[config.mk]
export PLATFORM = sky130hd
export DESIGN_NAME = disp_scan_mux
export DESIGN_NICKNAME = d
export VERILOG_FILES = /design/src/rtl/disp_scan_mux.sv
export SDC_FILE = /design/constraint.sdc
export NUM_CORES = 1
export LEC_CHECK = 0
export CORE_MARGIN = 5
export CORE_UTILIZATION = 47
export CTS_CLUSTER_SIZE = 8
export DETAILED_ROUTE_END_ITERATION = 12
export PLACE_DENSITY_LB_ADDON = 0.3
export SLEW_MARGIN = 5
export SYNTH_ARGS = -nofsm -noshare
export SYNTH_HDL_FRONTEND = slang
export SYNTH_SLANG_ARGS = --single-unit
[constraint.sdc]
create_clock -name clk -period 3.45 [get_ports clk]
set_input_delay 0.69 -clock clk [delete_from_list [all_inputs] [get_ports clk]]
set_output_delay 0.69 -clock clk [all_outputs]
set_load 0.05 [all_outputs]
[src/rtl/disp_scan_mux.sv]
// N-digit multiplexed 7-segment scanner with anti-ghost blanking and brightness.
// Optional per-digit blink is built when DISP_BLINK_EN is defined.
module disp_scan_mux #(
  parameter int N_DIG     = 4,
  parameter int SCAN_DIV  = 512,
  parameter int BLANK_CYC = 128,
  parameter int BLINK_W   = 4
) (
  input  logic                     clk,
  input  logic                     rst,
  input  logic [7*N_DIG-1:0]       seg_in,
  input  logic [N_DIG-1:0]         dp_in,
  input  logic [N_DIG-1:0]         dig_en,
  input  logic [3:0]               bright,
  input  logic [N_DIG-1:0]         blink_mask,
  output logic [6:0]               seg_out,
  output logic                     dp_out,
  output logic [N_DIG-1:0]         sel_out,
  output logic [$clog2(N_DIG)-1:0] cur_dig,
  output logic                     frame_tick
);

  localparam int CW  = $clog2(SCAN_DIV);
  localparam int CW1 = CW + 1;
  localparam int DW  = $clog2(N_DIG);
  localparam int U   = (SCAN_DIV - BLANK_CYC) / 16;

  typedef enum logic [1:0] {
    ST_BLANK,
    ST_ON,
    ST_OFF
  } st_e;

  logic [CW-1:0]    c_q, c_d;
  logic [DW-1:0]    dig_q, dig_d;
  st_e              st_q, st_d;
  logic [6:0]       seg_s_q, seg_s_d;
  logic             dp_s_q, dp_s_d;
  logic             en_s_q, en_s_d;
  logic [3:0]       br_q, br_d;
  logic [6:0]       seg_q, seg_d;
  logic             dp_q, dp_d;
  logic [N_DIG-1:0] sel_q, sel_d;
  logic [DW-1:0]    cur_q, cur_d;
  logic             ft_q, ft_d;

  logic             wrap;
  logic             last;
  logic [CW1-1:0]   on_end;
  logic             blink_dark;
  logic             lit;

  assign wrap   = (c_q == CW'(SCAN_DIV - 1));
  assign last   = (dig_q == DW'(N_DIG - 1));
  assign on_end = CW1'(BLANK_CYC)
                + (CW1'(br_q) + CW1'(1)) * CW1'(U);

`ifdef DISP_BLINK_EN
  logic [BLINK_W-1:0] bcnt_q, bcnt_d;
  logic               bph_q, bph_d;

  // Blink counter advances per frame; phase flips on counter wrap
  always_comb begin
    bcnt_d = bcnt_q;
    bph_d  = bph_q;
    if (blink_mask == '0) begin
      bcnt_d = '0;
      bph_d  = 1'b0;
    end else if (wrap && last) begin
      bcnt_d = bcnt_q + BLINK_W'(1);
      if (&bcnt_q) bph_d = ~bph_q;
    end
  end

  // Blink state register
  always_ff @(posedge clk) begin
    if (rst) begin
      bcnt_q <= '0;
      bph_q  <= 1'b0;
    end else begin
      bcnt_q <= bcnt_d;
      bph_q  <= bph_d;
    end
  end

  assign blink_dark = bph_q & blink_mask[dig_q];
`else
  logic unused_blink;
  assign unused_blink = ^blink_mask;
  assign blink_dark   = 1'b0;
`endif

  // Slot counter, digit index and per-slot input snapshot
  always_comb begin
    c_d     = wrap ? '0 : c_q + CW'(1);
    dig_d   = dig_q;
    seg_s_d = seg_s_q;
    dp_s_d  = dp_s_q;
    en_s_d  = en_s_q;
    br_d    = br_q;
    if (wrap) dig_d = last ? '0 : dig_q + DW'(1);
    if (c_q == '0) begin
      seg_s_d = seg_in[7*int'(dig_q) +: 7];
      dp_s_d  = dp_in[dig_q];
      en_s_d  = dig_en[dig_q];
      br_d    = bright;
    end
  end

  // Slot phase FSM: blank, on-window, off until the slot wraps
  always_comb begin
    st_d = st_q;
    unique case (st_q)
      ST_BLANK: if (c_q == CW'(BLANK_CYC - 1)) st_d = ST_ON;
      ST_ON: begin
        if (wrap) st_d = ST_BLANK;
        else if ({1'b0, c_q} == on_end - CW1'(1)) st_d = ST_OFF;
      end
      ST_OFF:   if (wrap) st_d = ST_BLANK;
      default:  st_d = ST_BLANK;
    endcase
  end

  // Registered display outputs derived from current slot state
  always_comb begin
    lit   = (st_q == ST_ON) && en_s_q && !blink_dark;
    seg_d = lit ? seg_s_q : 7'h7F;
    dp_d  = lit ? ~dp_s_q : 1'b1;
    sel_d = lit ? ~(N_DIG'(1) << dig_q) : '1;
    cur_d = dig_q;
    ft_d  = wrap && last;
  end

  // State and output registers
  always_ff @(posedge clk) begin
    if (rst) begin
      c_q     <= '0;
      dig_q   <= '0;
      st_q    <= ST_BLANK;
      seg_s_q <= 7'h7F;
      dp_s_q  <= 1'b0;
      en_s_q  <= 1'b0;
      br_q    <= '0;
      seg_q   <= 7'h7F;
      dp_q    <= 1'b1;
      sel_q   <= '1;
      cur_q   <= '0;
      ft_q    <= 1'b0;
    end else begin
      c_q     <= c_d;
      dig_q   <= dig_d;
      st_q    <= st_d;
      seg_s_q <= seg_s_d;
      dp_s_q  <= dp_s_d;
      en_s_q  <= en_s_d;
      br_q    <= br_d;
      seg_q   <= seg_d;
      dp_q    <= dp_d;
      sel_q   <= sel_d;
      cur_q   <= cur_d;
      ft_q    <= ft_d;
    end
  end

  assign seg_out    = seg_q;
  assign dp_out     = dp_q;
  assign sel_out    = sel_q;
  assign cur_dig    = cur_q;
  assign frame_tick = ft_q;

endmodule
==> impl_metrics.ini, run 1 <==
[synth]
synth-seq-cells = 41
synthArstFlopShare_pct = 0
synth.cells.most_frequent = sky130_fd_sc_hd__dfxtp_1, sky130_fd_sc_hd__nor2_1, sky130_fd_sc_hd__ha_1, sky130_fd_sc_hd__inv_1, sky130_fd_sc_hd__nand2_1
synth.most_common_cell = sky130_fd_sc_hd__dfxtp_1
number_of_enable_type_register_cells_in_the_synthesized_netlist = 0
predominant_post_synthesis_flop_cell = sky130_fd_sc_hd__dfxtp_1
number_of_warnings_reported_in_the_yosys_synthesis_log = 0
syn_inst = 209
syn-num-nets = 268
netlist_area_sq_um = 2130
synth.distinct_cells = 43
synth.avg_cell_area_sq_um = 10.2
synth.largest_area_cell = sky130_fd_sc_hd__dfxtp_1
yosysSeqAreaShare_pct = 38.5
synth_area_leaders = sky130_fd_sc_hd__dfxtp_1, sky130_fd_sc_hd__mux4_2, sky130_fd_sc_hd__ha_1
synth_largest_type_area_fraction_pct = 38.5

[sta]
final.setup.tns_ps = 0
worstMarginPinSlew_ps = 778
worst_hold_slack_ps = 382
worst_clock_skew_ps = 3.50
period_share_pct = 83.5
final_count_of_hold_timing_violations = 0
final_max_tran_viols = 0
rsz_0062_raised_after_global_routing = no
maximum_clock_rate_mhz = 347
report.final.setup_viol = 0
period_needed_ps = 2880
max_slew_margin_pct = 47.7

[worst_setup_path]
start_kind = register
path_class = reg2reg
cp_slowest_cell = sky130_fd_sc_hd__or4_4
cpPeakStageDelay_ps = 480
critical_path_data_arrival_time_ps = 3060
worstPathBufferInverterCount = 3
critPathRequiredTime_ps = 3630
cp-startpoint = br_q[0]$_SDFFE_PP0N_
critPathCaptureType = register
r2r-start = br_q[0]$_SDFFE_PP0N_
cell_family_contributing_the_most_delay_on_the_critical_path = compound AO/OA/AOI/OAI gates
worstPathCellList = buf_4 > inv_1 > ha_1 > inv_1 > ha_1 > a21o_4 > a31o_1 > xnor2_1 > or4_4 > a211oi_2 > a31oi_1
crit_path_max_fanout = 5

[clocking]
cts.path.max_buffers = 2
clkTransAtPathRegs_ps = 80
clock_sink_count = 41
clk_root_buffer_cell = sky130_fd_sc_hd__clkbuf_8
cts_buffers = 5
htree_levels = 2
tritoncts = built
clkLatencyLatePin_ps = 290
cts_hold_repair.buffers = 0
post-cts-setup-buffer-count = 0
cts-resized-gates = 0

[status]
run_status = complete, no violations

[floorplan]
die_x_um = 77.4
ioPinCount = 61
die-area_sq_um = 5990
core_area_sq_um = 4380
fp.dieH_um = 77.4
floorplan.initialDensity_pct = 48.7
fp-row-count = 24

[power]
p_leak_nw = 1.12
ir_drop_mv = 0.285
powerDensity_nw_per_um2 = 387

[hold_path]
hold_path.class = reg2reg
worst_hold_startpoint = dp_s_q$_SDFFE_PP0N_

[detailed_routing]
drt-initial-drc-count = 101
route.detailed.vias_per_inst = 5.20
first_pass_iters = 4
number_of_antenna_violating_nets_in_the_routed_design = 0
drc_errors = 0
postRouteWirelength_mm = 4.59
routedWlPerCell_um = 14.6
num_vias = 1638

[global_routing]
grt_antenna_before_repair = 0
grt_pass1_vias = 1640
grt_max_degree = 22
globalRoute.totalOverflow = 0
grt_pass1_wl_mm = 7.80
grtUsageTotal_pct = 16.2

[final_layout]
syn2layout_area_growth_pct = 32.9
finalCoreUtilization_pct = 64.7
nNetsFinal = 321
final.fill_count = 361
layout-drive-gt1-share_pct = 10.6
n_antenna_cell = 0

[placed_design]
post_dp_hpwl_mm = 3.38
gpl.final_weighted_congestion = 0.817
io_buffer_count = 56

[job]
maxCapViolCount = 0
## routing by layer
layer  vias to the layer above  track usage (%)  routed length (um)
li1                        838                -                   -
met1                       751             20.3                2050
met2                        39             26.2                2220
met3                        10             4.28                 194
met4                         0             6.87                 121
met5                         -                0                   0
## sequential cells by signal, indices dropped and copies added (netlist names)
name / flops
c_q: 9
seg_out: 7
seg_s_q: 7
br_q: 4
sel_out: 4
cur_d: 2
cur_dig: 2
st_q: 2
dp_out: 1
dp_s_q: 1
en_s_q: 1
frame_tick: 1
## worst paths after layout
check                                            end  cells after the start  slack [ps]
worst max-delay path            st_q[0]$_SDFFE_PP0P_                     11         570
worst min-delay path               dp_out$_SDFF_PP1_                      1         380
worst max register to register  st_q[0]$_SDFFE_PP0P_                     11         570
worst min register to register     dp_out$_SDFF_PP1_                      1         380
## area by class of cell
type / count / area (sq um) / share of cell area, %
multi-input cells: 145 / 1220 / 42.9
flip-flops and latches: 41 / 821 / 28.9
well taps: 52 / 65.1 / 2.29
clock inverters: 1 / 30.0 / 1.06
repair buffers: 58 / 576 / 20.3
clock buffers: 7 / 86.3 / 3.05
inverters: 11 / 41.3 / 1.46
## metrics by stage
stage | instances | cell area [sq um] | worst slack [ps] | total power (W)
finish | 315 | 2840 | 570 | 0.00110
global route | 315 | 2840 | 447 | 0.00116
CTS | 315 | 2840 | 568 | 0.00111
detailed placement | 307 | 2720 | 576 | 0.000711
global placement | 307 | 2720 | 594 | 0.000707
floorplan | 209 | 2130 | 739 | 0.000641
## cell families after synthesis
kind of cell / share of synthesized area, %
xor gates and xnor gates: 8.74
adders and majority gates: 7.62
muxes: 12.8
buffers and inverters: 4.52
DFF: 38.5
AOI/OAI and AO/OA: 9.91
and+or+nand+nor: 17.9
## layout by cell type (no fill, tap or decap), types with 2 or more instances in the layout
cell type and n:
sky130_fd_sc_hd__nor3b_1 2, sky130_fd_sc_hd__clkdlybuf4s50_1 56, sky130_fd_sc_hd__nor2_1 21, sky130_fd_sc_hd__clkbuf_8 6
sky130_fd_sc_hd__nand2_1 11, sky130_fd_sc_hd__nor3_1 2, sky130_fd_sc_hd__a211oi_2 2, sky130_fd_sc_hd__inv_1 11
sky130_fd_sc_hd__nand2b_1 7, sky130_fd_sc_hd__mux4_2 9, sky130_fd_sc_hd__a211oi_1 2, sky130_fd_sc_hd__buf_4 2
sky130_fd_sc_hd__ha_1 13, sky130_fd_sc_hd__or3_1 3, sky130_fd_sc_hd__mux2i_1 7, sky130_fd_sc_hd__o21ai_0 4
sky130_fd_sc_hd__nand3_1 6, sky130_fd_sc_hd__xnor2_1 9, sky130_fd_sc_hd__xor2_1 5, sky130_fd_sc_hd__and3_1 10
sky130_fd_sc_hd__a21oi_1 6, sky130_fd_sc_hd__a211o_1 7, sky130_fd_sc_hd__dfxtp_1 41
## worst reg2reg max path: cells and delay by family (launching register included)
family,cells,cell delay (ps)
AOI/OAI and AO/OA,4,860
adders and majority gates,2,630
and+or+nand+nor,1,480
DFF,1,380
buffers and inverters,3,270
xor gates and xnor gates,1,140
## where the power goes
| part | switching, W | internal, W |
|---|---|---|
| logic | 0.0000794 | 0.000114 |
| registers | 0.0000146 | 0.000494 |
| clock network | 0.000161 | 0.000236 |
| total | 0.000255 | 0.000844 |
Note: power is estimated with default switching activity, not from simulation.
==> run 2: changes to the inputs <==
- clock period: 3.45 -> 2.9 ns (I/O delays scaled with it)
==> run 2 against run 1 <==
  * Setup slack got worse by 410 ps
  * Clock skew increased by 1.6 ps
  * Largest power group unchanged
  * Hold slack improved by 8.3 ps
==> impl_metrics.ini, run 2 (synthesized netlist as in run 1, its figures left out) <==
[status]
run_status = complete, no violations

[placed_design]
post_dp_hpwl_mm = 3.59
gpl.final_weighted_congestion = 0.841
io_buffer_count = 56

[detailed_routing]
drc_errors = 0
routedWlPerCell_um = 14.6
num_vias = 1711
drt-initial-drc-count = 68
first_pass_iters = 5
postRouteWirelength_mm = 4.69
route.detailed.vias_per_inst = 5.31
number_of_antenna_violating_nets_in_the_routed_design = 0

[sta]
final_max_tran_viols = 0
max_slew_margin_pct = 56.0
final_count_of_hold_timing_violations = 0
final.setup.tns_ps = 0
report.final.setup_viol = 0
worstMarginPinSlew_ps = 660
period_share_pct = 94.6
rsz_0062_raised_after_global_routing = no
maximum_clock_rate_mhz = 365
period_needed_ps = 2740
worst_clock_skew_ps = 5.09

[floorplan]
fp-row-count = 24
die-area_sq_um = 5990
fp.dieH_um = 77.4
floorplan.initialDensity_pct = 48.7
die_x_um = 77.4
ioPinCount = 61
core_area_sq_um = 4380

[global_routing]
grtUsageTotal_pct = 16.4
grt_max_degree = 21
grt_antenna_before_repair = 0
grt_pass1_wl_mm = 7.98
grt_pass1_vias = 1710
globalRoute.totalOverflow = 0

[clocking]
tritoncts = built
clkLatencyLatePin_ps = 290
cts_hold_repair.buffers = 0
cts_buffers = 5
cts.path.max_buffers = 2
clk_root_buffer_cell = sky130_fd_sc_hd__clkbuf_8
htree_levels = 2
clock_sink_count = 41
clkTransAtPathRegs_ps = 80

[hold_path]
worst_hold_startpoint = dp_s_q$_SDFFE_PP0N_
hold_path.class = reg2reg
min_path_cells = 1
holdPathEnd = dp_out$_SDFF_PP1_

[power]
ir_drop_mv = 0.484
powerDensity_nw_per_um2 = 473
p_leak_nw = 1.16
p_total_w = 0.00138

[worst_setup_path]
critical_path_data_arrival_time_ps = 2910
cell_family_contributing_the_most_delay_on_the_critical_path = compound AO/OA/AOI/OAI gates
worstPathBufferInverterCount = 2
worst-r2r-cell-count = 10
worstPathCellList = inv_1 > ha_1 > inv_1 > ha_1 > a21o_4 > a31o_1 > xnor2_1 > or4_4 > a211oi_2 > a31oi_1
critPathRequiredTime_ps = 3070
cpPeakStageDelay_ps = 480
crit_path_max_fanout = 5
critPathCaptureType = register
start_kind = register
cp_slowest_cell = sky130_fd_sc_hd__or4_4
ff2ff_setup_slack_ps = 160
timing.rr.end = st_q[0]$_SDFFE_PP0P_
path_class = reg2reg
r2r-start = br_q[0]$_SDFFE_PP0N_

[final_layout]
layout-drive-gt1-share_pct = 14.1
final.fill_count = 353
regMostFlops = c_q
mostFrequentLayoutCells = sky130_fd_sc_hd__clkdlybuf4s50_1, sky130_fd_sc_hd__dfxtp_1, sky130_fd_sc_hd__nor2_1
register_area_sq_um = 822
largest_reg_flops = 9
n_antenna_cell = 0
final_common_cell = sky130_fd_sc_hd__clkdlybuf4s50_1
syn2layout_area_growth_pct = 36.4
area_of_the_multi_input_gates_sq_um = 1220
nNetsFinal = 328

[job]
maxCapViolCount = 0
run 2: worst max-delay path by stage:
stage / from / end / slack (ps) / cells after the start
global route: br_q[1]$_SDFFE_PP0N_ / st_q[0]$_SDFFE_PP0P_ / 3 / 10
CTS: br_q[0]$_SDFFE_PP0N_ / st_q[0]$_SDFFE_PP0P_ / 90 / 10
detailed placement: br_q[0]$_SDFFE_PP0N_ / st_q[0]$_SDFFE_PP0P_ / 100 / 10
global placement: br_q[0]$_SDFFE_PP0N_ / st_q[0]$_SDFFE_PP0P_ / 160 / 10
finish: br_q[0]$_SDFFE_PP0N_ / st_q[0]$_SDFFE_PP0P_ / 160 / 10
floorplan: br_q[0]$_SDFFE_PP0N_ / st_q[0]$_SDFFE_PP0P_ / 190 / 11
run 2: layout make-up:
class	count	share of cell area, %
Clock inverter	3	2.24
Clock buffer	5	2.37
Tap cell	52	2.24
Timing Repair Buffer	65	21.6
Multi-Input combinational cell	145	41.9
Sequential cell	41	28.3
Inverter	11	1.42
run 2: timing repair:
item | in CTS | in global routing
setup endpoints to repair | 0 | 1
buffers inserted | 0 | 0
resized for setup | 0 | 2
run 2: metal layers:
layer / vias up / track usage, % / wire length, um
met5: - / 0 / 0
met4: 0 / 6.87 / 117
met3: 11 / 4.17 / 221
met2: 36 / 27.4 / 2400
met1: 813 / 20.2 / 1960
li1: 851 / - / -
run 2: worst register-to-register path, delay by kind of cell (launching register included):
family	cells	cell delay, ps
AOI/OAI and AO/OA	4	850
adders and majority gates	2	670
and+or+nand+nor	1	480
DFF	1	370
xor gates and xnor gates	1	150
buffers and inverters	2	110
run 2: power breakdown:
group | internal [W] | leakage (nW) | switching [W] | total, W
logic | 0.000146 | 0.760 | 0.0000971 | 0.000243
clock network | 0.000342 | 0.0681 | 0.000187 | 0.000529
registers | 0.000588 | 0.335 | 0.0000160 | 0.000604
total | 0.00107 | 1.16 | 0.000301 | 0.00138
run 2: stage by stage:
stage	setup WS, ps	hold WS [ps]	area (sq um)	utilization, %	cells
after global routing	2.88	422	2910	66.4	322
after detailed placement	104	372	2770	63.2	314
after floorplan	189	358	2130	-	209
after global placement	157	363	2770	63.2	314
after CTS	90.9	392	2910	66.3	322
final	158	390	2910	66.4	322
==> run 3: changes to the inputs <==
- SETUP_SLACK_MARGIN: unset -> 0.15
==> run 3 against run 2 <==
  * First-iteration DRC count unchanged
  * Via count increased by 0.41%
  * Setup slack improved by 120 ps
  * Clock power increased by 0.8%
  * Register-to-register slack improved by 120 ps
  * Combinational power increased by 7%
  * Routed wire length increased by 3.0%
  * Maximum frequency increased by 4.6%
  * Largest cell class unchanged
  * Largest power group unchanged
==> impl_metrics.ini, run 3 (synthesized netlist as in run 1, its figures left out) <==
[sta]
final_max_tran_viols = 0
maximum_clock_rate_mhz = 381
period_share_pct = 90.4
period_needed_ps = 2620
final_count_of_hold_timing_violations = 0
worstMarginPinSlew_ps = 651
worst_clock_skew_ps = 6.19
final.setup.worst_slack_ps = 278
max_slew_margin_pct = 56.6
rsz_0062_raised_after_global_routing = no
final.setup.tns_ps = 0
report.final.setup_viol = 0

[detailed_routing]
first_pass_iters = 4
num_vias = 1718
drt-initial-drc-count = 68
postRouteWirelength_mm = 4.83
drc_errors = 0
route.detailed.vias_per_inst = 5.34
routedWlPerCell_um = 15.0
number_of_antenna_violating_nets_in_the_routed_design = 0

[global_routing]
grt_antenna_before_repair = 0
globalRoute.totalOverflow = 0
grt_pass1_wl_mm = 7.98
grt_max_degree = 21
grtUsageTotal_pct = 16.4
grt_pass1_vias = 1710

[placed_design]
gpl.final_weighted_congestion = 0.841
post_dp_hpwl_mm = 3.59
placement.setup.worst_slack_ps = 104
io_buffer_count = 56

[final_layout]
regMostFlops = c_q
mostFrequentLayoutCells = sky130_fd_sc_hd__clkdlybuf4s50_1, sky130_fd_sc_hd__dfxtp_1, sky130_fd_sc_hd__nor2_1
layout-drive-gt1-share_pct = 17.0
finalCoreUtilization_pct = 68.2
largest_reg_flops = 9
final_common_cell = sky130_fd_sc_hd__clkdlybuf4s50_1
nNetsFinal = 328
n_antenna_cell = 0
syn2layout_area_growth_pct = 40.2

[worst_setup_path]
ff2ff_setup_slack_ps = 280
critical_path_data_arrival_time_ps = 2800
critPathRequiredTime_ps = 3080
path_class = reg2reg
crit_path_max_fanout = 5
critPathCaptureType = register
start_kind = register

[power]
p_total_w = 0.00140
ir_drop_mv = 0.483
powerDensity_nw_per_um2 = 469
p_leak_nw = 1.17

[floorplan]
ioPinCount = 61
floorplan.initialDensity_pct = 48.7
fp-row-count = 24
fp.dieH_um = 77.4
die_x_um = 77.4
core_area_sq_um = 4380
die-area_sq_um = 5990

[clocking]
cts.path.max_buffers = 2
cts_hold_repair.buffers = 0
cts_buffers = 5
clkLatencyLatePin_ps = 290
clk_root_buffer_cell = sky130_fd_sc_hd__clkbuf_8
htree_levels = 2
clkTransAtPathRegs_ps = 80
clock_sink_count = 41
post-cts-setup-buffer-count = 0
tritoncts = built

[status]
run_status = complete, no violations

[job]
maxCapViolCount = 0

[hold_path]
hold_path.class = reg2reg
==> run 3: cell counts in the layout (fill, tap and decap cells not counted) <==
No cell type changed its count.
==> run 3: layout make-up <==
type	count	area, sq um
Clock buffer	5	68.8
Clock inverter	3	65.1
Fill cell	342	1390
Inverter	11	41.3
Multi-Input combinational cell	145	1290
Sequential cell	41	830
Tap cell	52	65.1
Timing Repair Buffer	65	628
==> run 3: report_power, final <==
group          internal, W  switching, W
clock             0.000342      0.000191
sequential        0.000588     0.0000201
combinational     0.000157      0.000103
total              0.00109      0.000314
==> run 3: critical path, cell delays in order (launching register included) <==
cell	delay [ps]
sky130_fd_sc_hd__dfxtp_4	390
sky130_fd_sc_hd__inv_1	80
sky130_fd_sc_hd__ha_4	280
sky130_fd_sc_hd__inv_1	70
sky130_fd_sc_hd__ha_4	250
sky130_fd_sc_hd__a21o_4	210
sky130_fd_sc_hd__xnor2_2	150
sky130_fd_sc_hd__and3_4	190
sky130_fd_sc_hd__or4_4	520
sky130_fd_sc_hd__a211oi_4	260
sky130_fd_sc_hd__a31oi_1	100
==> run 3: layer usage <==
layer | vias to the layer above | GRT usage (%) | share of wire [%]
met1 | 823 | 20.2 | 43
met2 | 32 | 27.4 | 50
met3 | 14 | 4.17 | 4.0
met5 | - | 0 | 0
li1 | 849 | - | -
met4 | 0 | 6.87 | 2.7
==> run 3: final timing paths <==
| path | startpoint | end | depth (start not counted) |
|---|---|---|---|
| setup / recovery | br_q[0]$_SDFFE_PP0N_ | st_q[0]$_SDFFE_PP0P_ | 10 |
| hold / removal | dp_s_q$_SDFFE_PP0N_ | dp_out$_SDFF_PP1_ | 1 |
| setup reg to reg | br_q[0]$_SDFFE_PP0N_ | st_q[0]$_SDFFE_PP0P_ | 10 |
| hold reg to reg | dp_s_q$_SDFFE_PP0N_ | dp_out$_SDFF_PP1_ | 1 |
==> run 3: timing repair <==
item                       CTS  global route
gates cloned                 0             0
setup endpoints to repair    2             2
gates resized for setup      1            14
pin swaps                    1             3
==> run 3: stage by stage <==
step / hold WS [ps] / std cells / area, sq um
global placement: 363 / 314 / 2770
finish: 391 / 322 / 2990
CTS: 392 / 322 / 2910
detailed placement: 372 / 314 / 2770
global route: 422 / 322 / 2990
floorplan: 358 / 209 / 2130
